### config.mk
export PLATFORM = sky130hd
export DESIGN_NAME = sync_updown_cntr_flat
export DESIGN_NICKNAME = d
export VERILOG_FILES = /design/src/rtl/sync_updown_cntr_if.sv /design/src/rtl/sync_updown_cntr.sv /design/src/flat_wrapper.sv
export SDC_FILE = /design/constraint.sdc
export NUM_CORES = 1
export LEC_CHECK = 0
export CAP_MARGIN = 20
export CORE_ASPECT_RATIO = 0.7
export CORE_MARGIN = 3
export CORE_UTILIZATION = 48
export DETAILED_ROUTE_END_ITERATION = 6
export PLACE_DENSITY = 0.82
export SLEW_MARGIN = 40
export SYNTH_ARGS = -nofsm -noshare
export SYNTH_HDL_FRONTEND = slang
export SYNTH_SLANG_ARGS = --single-unit
### constraint.sdc
create_clock -name clk -period 3.3 [get_ports clk]
set_input_delay 0.495 -clock clk [delete_from_list [all_inputs] [get_ports clk]]
set_output_delay 0.495 -clock clk [all_outputs]
set_load 0.03 [all_outputs]
### src/rtl/sync_updown_cntr_if.sv
// Purpose : control and status bundle for sync_updown_cntr.
// Ports   : master drives en/up_down/step/sat_mode/clr/load/load_val and
//           observes count/ovf/unf/at_max/at_min/tc; slave is the counter.
interface sync_updown_cntr_if #(
   parameter int unsigned WIDTH  = 8,
   parameter int unsigned STEP_W = 4
);
   logic              en;
   logic              up_down;
   logic [STEP_W-1:0] step;
   logic              sat_mode;
   logic              clr;
   logic              load;
   logic [WIDTH-1:0]  load_val;
   logic [WIDTH-1:0]  count;
   logic              ovf;
   logic              unf;
   logic              at_max;
   logic              at_min;
   logic              tc;

   modport master (
      output en, up_down, step, sat_mode, clr, load, load_val,
      input  count, ovf, unf, at_max, at_min, tc
   );

   modport slave (
      input  en, up_down, step, sat_mode, clr, load, load_val,
      output count, ovf, unf, at_max, at_min, tc
   );
endinterface

### src/rtl/sync_updown_cntr.sv
// Purpose : parametrised up/down counter over 0..MAX_VAL with clamped step,
//           sync clear/load, wrap or saturate mode, registered ovf/unf pulses
//           and combinational at_max/at_min/tc for cascading.
// Ports   : clk, rst (async, active-high); bus (slave modport) carries the
//           controls (en, up_down, step, sat_mode, clr, load, load_val) and
//           status (count, ovf, unf, at_max, at_min, tc).
module sync_updown_cntr #(
   parameter int unsigned WIDTH   = 8,
   parameter int unsigned MAX_VAL = 2**WIDTH - 1,
   parameter int unsigned STEP_W  = 4
) (
   input  logic                clk,
   input  logic                rst,
   sync_updown_cntr_if.slave   bus
);

   localparam int unsigned CW = WIDTH + 1;
   // Common width wide enough to compare step against MAX_VAL without loss.
   localparam int unsigned XW = ((STEP_W > WIDTH) ? STEP_W : WIDTH) + 1;

   localparam logic [WIDTH-1:0] MAX_W = WIDTH'(MAX_VAL);
   localparam logic [CW-1:0]    MAX_C = CW'(MAX_VAL);
   localparam logic [CW-1:0]    MOD_C = CW'(MAX_VAL + 1);
   localparam logic [XW-1:0]    MAX_X = XW'(MAX_VAL);

   logic [WIDTH-1:0] count_q, count_d;
   logic             ovf_q, ovf_d;
   logic             unf_q, unf_d;

   logic [XW-1:0]    step_x;
   logic [WIDTH-1:0] step_s;
   logic [WIDTH-1:0] ld_s;
   logic [CW-1:0]    sum_up;
   logic [CW-1:0]    wrap_dn;

   // Next-count and crossing-flag computation, priority clr > load > en.
   always_comb begin
      step_x  = XW'(bus.step);
      step_s  = (step_x > MAX_X) ? MAX_W : WIDTH'(step_x);
      ld_s    = (bus.load_val > MAX_W) ? MAX_W : bus.load_val;
      sum_up  = CW'(count_q) + CW'(step_s);
      // Add the modulus before subtracting so the borrow case stays positive.
      wrap_dn = CW'(count_q) + MOD_C - CW'(step_s);

      count_d = count_q;
      ovf_d   = 1'b0;
      unf_d   = 1'b0;

      if (bus.clr) begin
         count_d = '0;
      end else if (bus.load) begin
         count_d = ld_s;
      end else if (bus.en) begin
         if (bus.up_down) begin
            if (sum_up > MAX_C) begin
               ovf_d   = 1'b1;
               count_d = bus.sat_mode ? MAX_W : WIDTH'(sum_up - MOD_C);
            end else begin
               count_d = WIDTH'(sum_up);
            end
         end else begin
            if (count_q >= step_s) begin
               count_d = count_q - step_s;
            end else begin
               unf_d   = 1'b1;
               count_d = bus.sat_mode ? '0 : WIDTH'(wrap_dn);
            end
         end
      end
   end

   // State registers.
   always_ff @(posedge clk or posedge rst) begin
      if (rst) begin
         count_q <= '0;
         ovf_q   <= 1'b0;
         unf_q   <= 1'b0;
      end else begin
         count_q <= count_d;
         ovf_q   <= ovf_d;
         unf_q   <= unf_d;
      end
   end

   assign bus.count  = count_q;
   assign bus.ovf    = ovf_q;
   assign bus.unf    = unf_q;
   assign bus.at_max = (count_q == MAX_W);
   assign bus.at_min = (count_q == '0);
   assign bus.tc     = bus.en & ((bus.up_down & bus.at_max) |
                                 (~bus.up_down & bus.at_min));

endmodule

### src/flat_wrapper.sv
// flat-port wrapper written by rule: the top's interface ports become plain ports
module sync_updown_cntr_flat 
#(
   parameter int unsigned WIDTH   = 8,
   parameter int unsigned MAX_VAL = 2**WIDTH - 1,
   parameter int unsigned STEP_W  = 4
)
  (clk, rst, bus_en, bus_up_down, bus_step, bus_sat_mode, bus_clr, bus_load, bus_load_val, bus_count, bus_ovf, bus_unf, bus_at_max, bus_at_min, bus_tc);
  sync_updown_cntr_if #(.WIDTH(WIDTH), .STEP_W(STEP_W)) bus_i ();
  input  logic clk;
  input  logic rst;
  input wire logic [$bits(bus_i.en)-1:0] bus_en;
  input wire logic [$bits(bus_i.up_down)-1:0] bus_up_down;
  input wire logic [$bits(bus_i.step)-1:0] bus_step;
  input wire logic [$bits(bus_i.sat_mode)-1:0] bus_sat_mode;
  input wire logic [$bits(bus_i.clr)-1:0] bus_clr;
  input wire logic [$bits(bus_i.load)-1:0] bus_load;
  input wire logic [$bits(bus_i.load_val)-1:0] bus_load_val;
  output wire logic [$bits(bus_i.count)-1:0] bus_count;
  output wire logic [$bits(bus_i.ovf)-1:0] bus_ovf;
  output wire logic [$bits(bus_i.unf)-1:0] bus_unf;
  output wire logic [$bits(bus_i.at_max)-1:0] bus_at_max;
  output wire logic [$bits(bus_i.at_min)-1:0] bus_at_min;
  output wire logic [$bits(bus_i.tc)-1:0] bus_tc;
  assign bus_i.en = bus_en;
  assign bus_i.up_down = bus_up_down;
  assign bus_i.step = bus_step;
  assign bus_i.sat_mode = bus_sat_mode;
  assign bus_i.clr = bus_clr;
  assign bus_i.load = bus_load;
  assign bus_i.load_val = bus_load_val;
  assign bus_count = bus_i.count;
  assign bus_ovf = bus_i.ovf;
  assign bus_unf = bus_i.unf;
  assign bus_at_max = bus_i.at_max;
  assign bus_at_min = bus_i.at_min;
  assign bus_tc = bus_i.tc;
  sync_updown_cntr #(.WIDTH(WIDTH), .MAX_VAL(MAX_VAL), .STEP_W(STEP_W)) u_core (.clk(clk), .rst(rst), .bus(bus_i));
endmodule
==> summary.md, run 1 <==
| Metric | Value |
|---|---|
| Status | `finished clean` |
| Final Util | `67.4%` |
| Vias/cell | `5.97` |
| Compound-Gate Fraction of Synth Area | `33.5%` |
| TNS Setup | `0 ps` |
| Critical R2R Launch | `u_core.bus.count[0]` |
| Clock Sinks | `10` |
| Mapped Cells | `140` |
| Clk slew on worst S/H paths | `60 ps` |
| Share of post-route cells with drive strength above 1 | `7.78%` |
| Crit path largest cell delay | `670 ps` |
| Total wire length | `3260 um` |
| Tmin final | `2830 ps` |
| Final std cells w/o fill | `199` |
| Post-synthesis mux area share | `1.74%` |
| GPL Wtd Cong | `0.939` |
| Fin crit share | `85.8%` |
| FF-to-FF path depth | `7` |
| Pwr dens | `305 nW/um^2` |
| Max Fanout on Critical Path | `9` |
| Tot GR Track Use | `22.1%` |
| FF-to-FF End | `u_core.bus.count[3]` |
| Initial DRC Count | `70` |
| Row count | `14` |
| Final Instance Area | `1490 sq um` |
| Sequential fraction of the synthesis area | `21.7%` |
| Slew of the pin with the lowest slew margin | `721 ps` |
| Synth area leader | `dfrtp_1` |
| Ys flop type | `dfrtp_1` |
| Post-synth EDFFs | `0` |
| Share of the synthesized area in the top cell type | `21.7%` |
| Post-Synth XOR/XNOR Area | `2.28%` |
| Die W | `64.6 um` |
| Lkg Pwr | `0.620 nW` |
| Flops & latches, synth | `10` |
| Count of cells resized by post-cts repair | `0` |
| Final Skew | `3.97 ps` |
| Hold Slack | `510 ps` |
| Crit-path cells | `or4_4 > nor3_1 > a21oi_1 > nor2_1 > clkdlybuf4s50_1` |
| R2r setup slk | `730 ps` |
| Critical path's slowest cell | `clkdlybuf4s50_1` |
| Nets | `198` |
| Die Height | `47.0 um` |
| HPWL Detailed | `2560 um` |
| Syn nets | `169` |
| Largest family of logic cells by synthesized area | `compound AO/OA/AOI/OAI gates` |
| RSZ-0062 raised after global routing | `no` |
| First-pass GRT wire length | `5150 um` |
| Post-Syn Area | `1150 sq um` |
| Initial antenna violation count | `0` |
| Initial core utilization | `52.3%` |
| Max Slew Vio Count | `0` |
| # IOs | `32` |
| Post-synth cell types | `50` |
| Hold buffers post-CTS | `0` |
| DR vias | `1188` |
| H-tree levels | `1` |
| I/O Buffers | `31` |
| Max Cap Viol | `0` |
| IR drop worst, VDD | `275 uV` |
| WS Path Type | `reg -> out` |
| Area of the core | `2210 sq um` |
| Largest net degree at the start of global routing | `17` |
| Adder-cell share of the synthesized area | `12.1%` |
| Setup crit end kind | `output pin` |
| Hold Vio Cnt, Final | `0` |
| DRC Markers | `0` |
| CP Launch Type | `flop` |
| Fmax achieved | `353 MHz` |
| Setup Fix Bufs, Post-CTS | `0` |
| Simple-Gate Fraction of Synth Area | `19.7%` |
| CTS tree | `built` |
| Arr. time, crit path | `2340 ps` |
| Total power | `0.454 mW` |
| Fill cells | `193` |
| CTS Buf Count | `3` |
| Cells taking the most area after synthesis | `dfrtp_1, ha_1, a21oi_1, inv_1, nor3_1` |
| Commonest non-fill, non-tap cell in the layout | `clkdlybuf4s50_1` |
| Clock Tree Buf Depth | `2` |
| Final WS setup | `467 ps` |
| Post-route ant nets | `0` |
| Ant. Diodes | `0` |
| Required arrival time at the worst endpoint | `2800 ps` |
| Syn. warnings | `0` |
| GRT overflow | `0` |
| DRT Pass-1 Iters | `4` |
| Dpl cells | `196` |
| Min-delay worst type | `in -> async` |
| Setup violations, final | `0` |
| DR WL/cell | `16.4 um` |
| Area after DPL | `1470 sq um` |
| Clk root buf | `clkbuf_4` |
| Die footprint | `3040 sq um` |
| Async set-reset flop share out of synthesis | `100%` |
| Commonest non-fill, non-tap cells in the layout | `clkdlybuf4s50_1, inv_1, a21oi_1` |
| Via count of the first global-routing pass | `1061` |
| Setup WS pre-CTS | `270 ps` |
| Slew margin rel. | `50.7%` |
| Clock latency at the later pin of the worst-skew pair | `260 ps` |
| Area grow syn2layout | `29.0%` |
| Syn_area_per_cell | `8.24 sq um` |
[report_power, final]
group          switching (mW)  internal, mW  total [mW]
Sequential             0.0193         0.131       0.150
Combinational           0.121         0.101       0.222
Clock                  0.0398        0.0421      0.0819
[worst max path at each step]
| stage | startpoint | endpoint | slack, ps | cells past startpoint |
|---|---|---|---|---|
| after floorplan | u_core.bus.count[4] | bus_tc | 760 | 6 |
| after global placement | bus_step[0] | u_core.bus.count[3] | 380 | 8 |
| after detailed placement | bus_step[0] | u_core.bus.count[3] | 270 | 8 |
| after CTS | u_core.bus.count[6] | bus_tc | 470 | 5 |
| after global routing | u_core.bus.count[6] | bus_tc | 390 | 5 |
| final | u_core.bus.count[6] | bus_tc | 470 | 5 |
[registers in the layout, summed over array words and instances, names as in the netlist]
register / cells
u_core.bus.count: 8
u_core.bus.ovf: 1
u_core.bus.unf: 1
[worst max-delay path, delay by kind of cell, from the launching register on]
kind / cells / cell delay, ps
AO/OA/AOI/OAI: 1 / 60
buffers and inverters: 1 / 670
flip-flops: 1 / 480
AND/OR/NAND/NOR: 3 / 870
[final cells by class]
cell class / count / area (sq um) / share of cell area [%]
tap: 32 / 40.0 / 2.69
timing repair buffer: 31 / 310 / 20.9
inverter: 17 / 63.8 / 4.29
multi-input combinational: 106 / 801 / 53.8
clock buffer: 3 / 22.5 / 1.51
sequential: 10 / 250 / 16.8
[routing by layer]
metal | part of all wire (%) | up-vias | track usage, %
li1 | - | 580 | -
met1 | 47 | 551 | 31.5
met2 | 45 | 57 | 36.3
met3 | 8.3 | 0 | 5.98
met4 | 0 | 0 | 0
met5 | 0 | - | 0
[synthesized netlist by cell type (all sizes together), types with 3 or more instances]
cell type	count
a21oi	13
a221oi	3
buf	3
clkbuf	4
dfrtp	10
ha	8
inv	17
nand2	4
nand3	3
nor2	10
nor2b	3
nor3	9
o21a	3
o21ai	6
o221ai	3
o31ai	3
or4	3
[kinds of logic (layout without fill, tap and decap cells)]
kind of cell	after synthesis	in the layout
AOI/OAI and AO/OA	49	49
xor gates and xnor gates	3	3
adders and majority gates	10	10
buffers and inverters	24	51
DFF	10	10
muxes	2	2
and+or+nand+nor	42	42
No activity file was read; power rests on OpenSTA's default activity.
==> inputs of run 2 (changes only) <==
- CTS_CLUSTER_DIAMETER: not set -> 50
- CTS_CLUSTER_SIZE: not set -> 30
==> results of run 2 <==
Same layout as run 1: the final DEF is identical, and so are final timing and power.
==> inputs of run 3 (changes only) <==
--- a/config.mk
+++ b/config.mk
@@ -14,2 +14,3 @@
 export DETAILED_ROUTE_END_ITERATION = 6
+export GPL_TIMING_DRIVEN = 0
 export PLACE_DENSITY = 0.82
==> constraint.sdc (replaced) <==
create_clock -name clk -period 2.7 [get_ports clk]
set_input_delay 0.27 -clock clk [delete_from_list [all_inputs] [get_ports clk]]
set_output_delay 0.27 -clock clk [all_outputs]
set_load 0.03 [all_outputs]
==> run 3 against run 2 <==
Register-to-register slack worse by 600 ps. Utilization increased by 0.40 points. Hold slack lost 210 ps. Critical path type unchanged. Largest power group unchanged.
==> summary.md, run 3 (synthesis gave the netlist of run 1 again) <==
| Metric | Value |
|---|---|
| First-pass GRT wire length | `5390 um (+4.5%)` |
| Lkg Pwr | `0.628 nW (+1.3%)` |
| Hold Slack | `298 ps (-211 ps)` |
| IR drop worst, VDD | `262 uV (-4.9%)` |
| Clk root buf | `clkbuf_4` |
| Slew margin rel. | `59.3% (+8.6 points)` |
| Ant. Diodes | `0 (unchanged)` |
| Tot GR Track Use | `23.3% (+1.2 points)` |
| Tmin final | `2610 ps` |
| Clock Sinks | `10 (unchanged)` |
| GPL Wtd Cong | `0.921 (-1.9%)` |
| RSZ-0062 raised after global routing | `no` |
| Setup WS pre-CTS | `-73.2 ps (-343 ps)` |
| Initial antenna violation count | `0 (unchanged)` |
| Pwr dens | `373 nW/um^2 (+22%)` |
| DR vias | `1256 (+5.7%)` |
| Final Skew | `0.829 ps (-3.14 ps)` |
| Initial core utilization | `52.3% (unchanged)` |
| # IOs | `32 (unchanged)` |
| HPWL Detailed | `2720 um (+6.0%)` |
| Dpl cells | `200 (+2.0%)` |
| Hold buffers post-CTS | `0 (unchanged)` |
| Final std cells w/o fill | `203 (+2.0%)` |
| I/O Buffers | `28 (-9.7%)` |
| Setup violations, final | `0 (unchanged)` |
| DR WL/cell | `16.6 um (+1.2%)` |
| Arr. time, crit path | `2340 ps (about the same)` |
| Hold Vio Cnt, Final | `0 (unchanged)` |
| Max Cap Viol | `0 (unchanged)` |
| Area of the core | `2210 sq um (unchanged)` |
| Min-delay worst type | `in -> async` |
| Max Fanout on Critical Path | `9 (unchanged)` |
| Commonest non-fill, non-tap cell in the layout | `clkdlybuf4s50_1` |
| Fmax achieved | `383 MHz` |
| Via count of the first global-routing pass | `1176 (+11%)` |
| Total wire length | `3370 um (+3.2%)` |
| Largest net degree at the start of global routing | `11 (-6)` |
| Commonest non-fill, non-tap cells in the layout | `clkdlybuf4s50_1, inv_1, a21oi_1` |
| DRT Pass-1 Iters | `5 (+1)` |
| Post-route ant nets | `0 (unchanged)` |
| Initial DRC Count | `114 (+63%)` |
| CTS tree | `built` |
| DRC Markers | `0 (unchanged)` |
| Area after DPL | `1470 sq um (+0.60%)` |
| Setup crit end kind | `output pin` |
| Setup Fix Bufs, Post-CTS | `0 (unchanged)` |
| CTS Buf Count | `3 (unchanged)` |
| Area grow syn2layout | `29.7%` |
| Final WS setup | `90.2 ps (-377 ps)` |
| Fin crit share | `96.7%` |
| Fill cells | `201 (+4.1%)` |
| Final Instance Area | `1500 sq um (+0.59%)` |
| Nets | `202 (+2.0%)` |
| Required arrival time at the worst endpoint | `2430 ps (-370 ps)` |
| CP Launch Type | `flop` |
| Count of cells resized by post-cts repair | `0 (unchanged)` |
| Clk slew on worst S/H paths | `60 ps (about the same)` |
| Max Slew Vio Count | `0 (unchanged)` |
| Share of post-route cells with drive strength above 1 | `9.36% (+1.6 points)` |
| GRT overflow | `0 (unchanged)` |
| Die footprint | `3040 sq um (unchanged)` |
| Vias/cell | `6.19 (+3.6%)` |
| H-tree levels | `1 (unchanged)` |
| Row count | `14 (unchanged)` |
| TNS Setup | `0 ps (unchanged)` |
| Die Height | `47.0 um (unchanged)` |
| Max FFs per register | `8 (unchanged)` |
| Die W | `64.6 um (unchanged)` |
| Clock latency at the later pin of the worst-skew pair | `260 ps (about the same)` |
| WS Path Type | `reg -> out` |
| Clock Tree Buf Depth | `2 (unchanged)` |
| Status | `finished clean` |
| Slew of the pin with the lowest slew margin | `603 ps (-118 ps)` |
[run 3: changes by cell type in the layout (fill, tap and decap cells not counted), sizes merged]
cell	change
clkbuf	+4
buf	+3
clkdlybuf4s50	-3
[run 3: metal layers]
metal | wire length, um | global-route usage (%)
met1 | 1490 | 30.7
met2 | 1540 | 40.0
met3 | 329 | 6.22
met4 | 12 | 3.78
met5 | 0 | 0
[run 3: report_power, final]
group | leakage [nW] | switching, mW | internal [mW]
Clock | 0.0138 | 0.0455 | 0.0512
Sequential | 0.132 | 0.0215 | 0.160
Combinational | 0.482 | 0.156 | 0.124
[run 3: area by class of cell]
class / instances / area [sq um] / area share, %
repair buffers: 28 / 280 / 18.7
inverters: 17 / 63.8 / 4.26
multi-input cells: 106 / 801 / 53.5
clock buffers: 3 / 22.5 / 1.51
well taps: 32 / 40.0 / 2.68
plain buffers: 7 / 38.8 / 2.59
flip-flops and latches: 10 / 250 / 16.7
[run 3: worst paths after layout]
check | start | endpoint | slack [ps] | depth (start not counted)
worst min register to register | u_core.bus.count[0] | u_core.bus.count[0] | 770 | 2
max in group asynchronous | rst | u_core.bus.count[5] | 2130 | 2
worst min-delay path | rst | u_core.bus.count[1] | 300 | 2
worst max-delay path | u_core.bus.count[6] | bus_tc | 90 | 5
min in group clk | bus_clr | u_core.bus.count[2] | 430 | 2
worst max register to register | u_core.bus.count[0] | u_core.bus.count[3] | 130 | 7
[run 3: worst max-delay path, stage by stage, from the launching register on]
cell	delay, ps
dfrtp_1	470
or4_4	580
nor3_1	190
a21oi_1	60
nor2_1	100
clkdlybuf4s50_1	670
[run 3: metrics by stage]
stage | util (%) | power, mW
floorplan | - | 0.365
global placement | 66.8 | 0.451
detailed placement | 66.8 | 0.461
CTS | 67.8 | 0.559
global route | 67.8 | 0.597
finish | 67.8 | 0.558
